File: src/rtl/gascon_perm_ctrl.sv
// Gascon permutation sequencer: runs a single-round core once per round,
// feeding each result back until the requested round count is applied.
module gascon_perm_ctrl #(
    parameter int CWIDTH     = 320,
    parameter int ROUND_W    = 16,
    parameter int MAX_ROUNDS = 12,
    parameter int TIMEOUT    = 64
) (
    input  logic               clk,
    input  logic               reset,
    input  logic               in_valid,
    output logic               in_ready,
    input  logic [CWIDTH-1:0]  in_state,
    input  logic [3:0]         in_rounds,
    output logic               out_valid,
    input  logic               out_ready,
    output logic [CWIDTH-1:0]  out_state,
    output logic               err,
    output logic [CWIDTH-1:0]  core_c,
    output logic [ROUND_W-1:0] core_round,
    output logic               core_reset,
    input  logic [CWIDTH-1:0]  core_cout,
    input  logic               core_done,
    output logic               busy
);

    localparam int            WW     = $clog2(TIMEOUT) + 1;
    localparam logic [3:0]    MAXR   = 4'(MAX_ROUNDS);
    localparam logic [3:0]    LAST   = 4'(MAX_ROUNDS - 1);
    localparam logic [WW-1:0] WD_END = WW'(TIMEOUT - 1);

    typedef enum logic [1:0] {IDLE, CLEAR, RUN, DONE} fsm_t;

    fsm_t              state;
    fsm_t              state_nx;
    logic [CWIDTH-1:0] st_q;
    logic [3:0]        idx;
    logic [3:0]        r_clamp;
    logic [WW-1:0]     wdog;
    logic              accept;
    logic              is_last;
    logic              expired;

    assign accept     = in_valid && (state == IDLE);
    assign r_clamp    = (in_rounds > MAXR) ? MAXR : in_rounds;
    assign is_last    = (idx == LAST);
    assign expired    = !core_done && (wdog == WD_END);
    assign core_c     = st_q;
    assign core_round = ROUND_W'(idx);

    always_ff @(posedge clk or posedge reset) begin
        if (reset) begin
            state <= IDLE;
        end else begin
            state <= state_nx;
        end
    end

    always_comb begin
        state_nx = state;
        unique case (state)
            IDLE: begin
                if (accept) begin
                    state_nx = (r_clamp == 4'd0) ? DONE : CLEAR;
                end
            end
            CLEAR: state_nx = RUN;
            RUN: begin
                if (core_done) begin
                    state_nx = is_last ? DONE : CLEAR;
                end else if (expired) begin
                    state_nx = DONE;
                end
            end
            DONE: begin
                if (out_ready) begin
                    state_nx = IDLE;
                end
            end
        endcase
    end

    // The core is only released while a round is actually in flight.
    always_comb begin
        in_ready   = 1'b0;
        busy       = 1'b1;
        out_valid  = 1'b0;
        core_reset = 1'b1;
        unique case (state)
            IDLE: begin
                in_ready = 1'b1;
                busy     = 1'b0;
            end
            CLEAR: ;
            RUN:   core_reset = 1'b0;
            DONE:  out_valid  = 1'b1;
        endcase
    end

    always_ff @(posedge clk or posedge reset) begin
        if (reset) begin
            st_q      <= '0;
            out_state <= '0;
            idx       <= '0;
            wdog      <= '0;
            err       <= 1'b0;
        end else begin
            unique case (state)
                IDLE: begin
                    if (accept) begin
                        st_q <= in_state;
                        idx  <= MAXR - r_clamp;
                        if (r_clamp == 4'd0) begin
                            out_state <= in_state;
                        end
                    end
                end
                CLEAR: wdog <= '0;
                RUN: begin
                    wdog <= wdog + WW'(1);
                    if (core_done) begin
                        st_q <= core_cout;
                        if (is_last) begin
                            out_state <= core_cout;
                        end else begin
                            idx <= idx + 4'd1;
                        end
                    end else if (expired) begin
                        // Abort keeps the last fully completed round.
                        err       <= 1'b1;
                        out_state <= st_q;
                    end
                end
                DONE: begin
                    if (out_ready) begin
                        err <= 1'b0;
                    end
                end
            endcase
        end
    end

endmodule

File: config.mk
export PLATFORM = sky130hd
export DESIGN_NAME = gascon_perm_ctrl
export DESIGN_NICKNAME = d
export VERILOG_FILES = /design/src/rtl/gascon_perm_ctrl.sv
export SDC_FILE = /design/constraint.sdc
export NUM_CORES = 2
export LEC_CHECK = 0
export ABC_CLOCK_PERIOD_IN_PS = 23300
export BUFFER_PORTS_ARGS = -buffer_cell sky130_fd_sc_hd__buf_4
export CORE_AREA = 3 3 515 517
export DETAILED_ROUTE_END_ITERATION = 8
export DIE_AREA = 0 0 518 520
export GPL_TIMING_DRIVEN = 1
export PLACE_DENSITY = 0.3
export SLEW_MARGIN = 20
export SYNTH_ARGS = -nofsm -noshare
export SYNTH_HDL_FRONTEND = slang
export SYNTH_SLANG_ARGS = --single-unit
File: constraint.sdc
create_clock -name clk -period 23.3 [get_ports clk]
set_clock_uncertainty 0.05 [all_clocks]
set_input_delay 3.495 -clock clk [delete_from_list [all_inputs] [get_ports clk]]
set_output_delay 3.495 -clock clk [all_outputs]
set_load 0.03 [all_outputs]
# [Yosys cells after proc, flatten, opt, wreduce, memory -nomap -nowiden]
# Cells that the tools add are included.
[word_totals] ff_bits=654 latchBits=0 ramBits=0 romBits=0 in_bits=649 wordCells=67 mem_count=0
[op_classes] add_sub_neg=3 mul=0 div=0 n_lt_le_gt_ge=1 n_eq_ne=14 n_shift=0 mux=30 bitwise=0 n_reduce_logical=13
[ops] operator="$mux 320" n=7
[ops] operator="$pmux 320 s2" n=2
[ops] operator="$mux 4" n=4
[ops] operator="$pmux 7 s2" n=1
[ops] operator="$mux 2" n=6
[ops] operator="$ne 2x2->1 const B" n=6
[ops] operator="$pmux 2 s4" n=1
[ops] operator="$pmux 4 s2" n=1
[ops] operator="$reduce_and 4->1" n=2
[ops] operator="$add 7x1->7 const B" n=1
[ops] operator="$eq 7x6->1 const B" n=1
[ops] operator="$mux 1" n=7
[ops] operator="$ne 3x3->1 const B" n=2
[ops] operator="$reduce_and 3->1" n=2
[ops] operator="$reduce_bool 2->1" n=3
[ops] operator="$reduce_and 5->1" n=1
[ops] operator="$add 4x1->4 const B" n=1
[ops] operator="$eq 2x2->1 const B" n=2
[ops] operator="$eq 4x4->1 const B" n=1
[ops] operator="$gt 4x4->1 const B" n=1
[ops] operator="$logic_not 4->1" n=1
[ops] operator="$sub 4x4->4 const A" n=1
[ops] operator="$eq 2x1->1 const B" n=1
[ops] operator="$logic_and 1x1->1" n=2
[ops] operator="other kinds (4)" n=4

# [Longest topological paths before layout]
[logic_depth] ltp_word=6 depth_mapped=11 ltp_nobuf=7

# [Worst setup path before layout]
# Ideal clock, no wire load.
[synth_timing] kind="input -> register" startpoint="input in_rounds[2]" endpoint="register out_state[240]" setup_time_ns=0.125 t_arrival_ns=5.145 required_time_ns=23.125 path_slack_ns=17.980 path_stages=9 path_cell_list="nand2_1 -> nand2_1 -> ha_1 -> nor3b_1 -> nand2_1 -> a221oi_2 -> buf_4 -> buf_6 -> mux2_2"
[synth_between] elab_chain_len=5
[synth_lines] item="from (decl)" line="14" source="input logic [3:0] in_rounds,"
[synth_lines] item="$gt 4x4->1" line="45" source="assign r_clamp = (in_rounds > MAXR) ? MAXR : in_rounds;"
[synth_lines] item="$mux 4 (*)" line="45"
[synth_lines] item="$logic_not 4->1 (*)" line="113" source="if (r_clamp == 4'd0) begin"
[synth_lines] item="$ne 2x1->1 (no source line) (*)"
[synth_lines] item="$reduce_and 5->1 (no source line) (*)"
[synth_lines] item="to (signal assigned)" line="114" source="out_state <= in_state;"
[synth_lines] item="to (signal assigned)" line="124" source="out_state <= core_cout;"
[synth_lines] item="to (signal assigned)" line="131" source="out_state <= st_q;"
[synth_lines] item="to (decl)" line="17" source="output logic [CWIDTH-1:0] out_state,"
# Mark *: on every way between the ends. The rest lies on a longest branch, timed or not.
# A chain may end at the register's enable or synchronous reset.

# [Worst setup path in the final report]
[layout_timing] startpoint="input in_rounds[2]" endpoint="register out_state[115]"
# The elaborated chain is that of the path after synthesis.

==> metrics.txt <==
Pleak 22.6 nW; CTS Hold Bufs 0; initial antenna violation count 51; relative max-transition margin 0.309; PD cells 171 nW/µm²; CTS Buf Count 94; post-CTS sizing 0; Crit Path Max Fanout 45; Post-Syn Area per Cell 10.4 µm²; cell taking the most area after synthesis dfrtp_1; core area 262000 µm²; vias per cell 3.60; CP dominant cell by count buf_4; Synth area leaders dfrtp_1, mux2i_1, mux2_2; row cnt 188; final setup fails 0; drt drc 0; global-route wire length before repair 250 mm; Die Wd 518 µm; multiplexer share of the synthesized area 0.296; fin. max-slew vios 0; Die Footprint 269000 µm²; Setup TNS 0 ns; CP top delay family buffers and inverters; Max Cap Viol 0; Post-synth EDFFs 0; I/O Buffers 1297; commonest non-fill, non-tap cell in the layout buf_4; Synth Area in Compound Gates 0.100; slack of the critical path 15.66 ns; CP bufs+invs 5; ys async rst share 1.00; drt initial violations 1250; area share of the largest cell type after synthesis 0.483; main combinational cell family by area after synthesis multiplexers; synthesized area 33900 µm²; Worst-Margin Slew 1.04 ns; CP peak stage delay 0.69 ns; Critical Path Sink Type register; fin crit share 0.328; Routed WL 181 mm; pre-CTS setup slack 14.79 ns; outcome completed; I/O Pins 1310; Nets 5096; Synth Instances 3253; vias 28975; post-layout min period 7.64 ns; VDD IR-drop max 90.5 µV; Synth Area in XOR/XNOR 0.000517; CTS tree yes; DR WL/cell 22.5 µm; sequential share of the synthesized area 0.483; area growth from synthesis to layout 48.4%; endpoints failing hold 0; clk root buf clkbuf_16; count of state elements after synthesis 654; simple-gate portion of the synthesized area 0.0773; largest net degree at the start of global routing 163; Max Root-Sink Buffers 3; Layout Utilization 0.192; Clock transition at path regs 0.05 ns; Post-CTS Setup Repair Bufs 0; commonest non-fill, non-tap cells in the layout buf_4, dfrtp_1, mux2i_1; RD Place Congestion 0.838; H-tree depth 3; CP Data Arrival Time 8.20 ns; GR Overflow Total 0; Die Ht 520 µm; critical path data required time 23.86 ns; Max Clk Rate 131 MHz; Skew-Pair Late Insertion Delay 0.72 ns; Clock Sink Count 654; Crit-path slowest cell buf_4; first drt pass iteration count 5; Initial Util 0.130; overall routing resource usage 0.130; number of global-route vias before repair 29852; CP Class primary input to register; Synth Flop Type dfrtp_1; library cells used by synthesis 40; Critical Path Source Type primary input; CP Cell Sequence buf_4, nand2_1, nand2_1, ha_1, nor3b_1, nand2_1, a221oi_4, buf_4, buf_4, buf_4, buf_4, mux2_2; share of cells above drive strength 1 0.395; dpl hpwl 141 mm; min-delay worst type register to register; synthesized-area fraction occupied by adder cells 0.00258; Synth Warn # 0; DRT antenna net count 0; RSZ-0062 raised after global routing no
cells by family after synthesis:
group	count (synthesis)
AO/OA/AOI/OAI	668
multiplexers	962
other	1
AND/OR/NAND/NOR	684
buffers and inverters	275
XOR/XNOR	2
flip-flops	654
adder cells (fa/ha/maj)	7
cells in the mapped netlist (3+ instances only):
master and instances:
o21ai_0 327, nand2_1 335, buf_4 15, clkbuf_1 151, mux2i_1 642, buf_2 50, nand3_1 6, mux2_1 32
nand3b_1 3, buf_1 17, a21oi_1 324, mux2_2 288, a221o_1 3, nor2_1 329, ha_1 7, buf_6 30
inv_1 12, dfrtp_1 654
through the flow:
step                      power [mW]  cells  hold slack [ns]  area (µm²)
final                           8.58   8045            0.436       50300
after global routing            9.18   8032            0.453       50300
after CTS                       8.80   8027            0.439       50300
after detailed placement        7.25   7859            0.426       47200
after global placement          7.23   7859            0.419       47200
after floorplan                 5.21   3264            0.450       33900
metal layers:
layer	vias up	track usage	routed length [µm]
met1	13869	0.151	73800
met2	1025	0.211	83700
met5	-	0	347
met3	217	0.0632	19200
li1	13812	-	-
met4	52	0.0369	4310
worst register-to-register path, stage by stage (launching register included):
cell and delay, ns:
dfrtp_1 0.39, inv_1 0.17, ha_4 0.45, buf_12 0.64, buf_4 0.87, buf_12 0.71
buf_4 0.96, a21oi_1 0.45, mux2_2 0.37
final timing paths:
| check | cells past startpoint | startpoint | to | slack (ns) |
|---|---|---|---|---|
| hold / removal | 1 | out_state[267] | out_state[267] | 0.44 |
| hold reg to reg | 1 | out_state[267] | out_state[267] | 0.44 |
| setup reg to reg | 8 | state[0] | out_state[35] | 18.15 |
| setup / recovery | 12 | in_rounds[2] | out_state[115] | 15.66 |
| min in group asynchronous | 2 | reset | core_c[98] | 2.84 |
| max in group asynchronous | 7 | reset | core_c[283] | 16.12 |
area by class of cell:
type,count,area (µm²)
clock buffer,135,2710
tap,3515,4400
clock inverter,33,379
fill,29034,211000
sequential,654,16400
antenna,18,45.0
inverter,12,52.6
timing repair buffer,1343,10100
multi-input combinational,2335,16200
flip-flops by register name, indices dropped and copies added (netlist names):
name / cells
core_c: 320
err: 1
idx: 4
state: 2
out_state: 320
wdog: 7
power by group:
part	leakage, nW	internal (mW)	switching, mW
sequential	7.81	1.75	0.477
clock	1.53	0.863	0.613
combinational	13.3	1.79	3.09
total	22.6	4.40	4.18
Note: power is estimated with default switching activity, not from simulation.
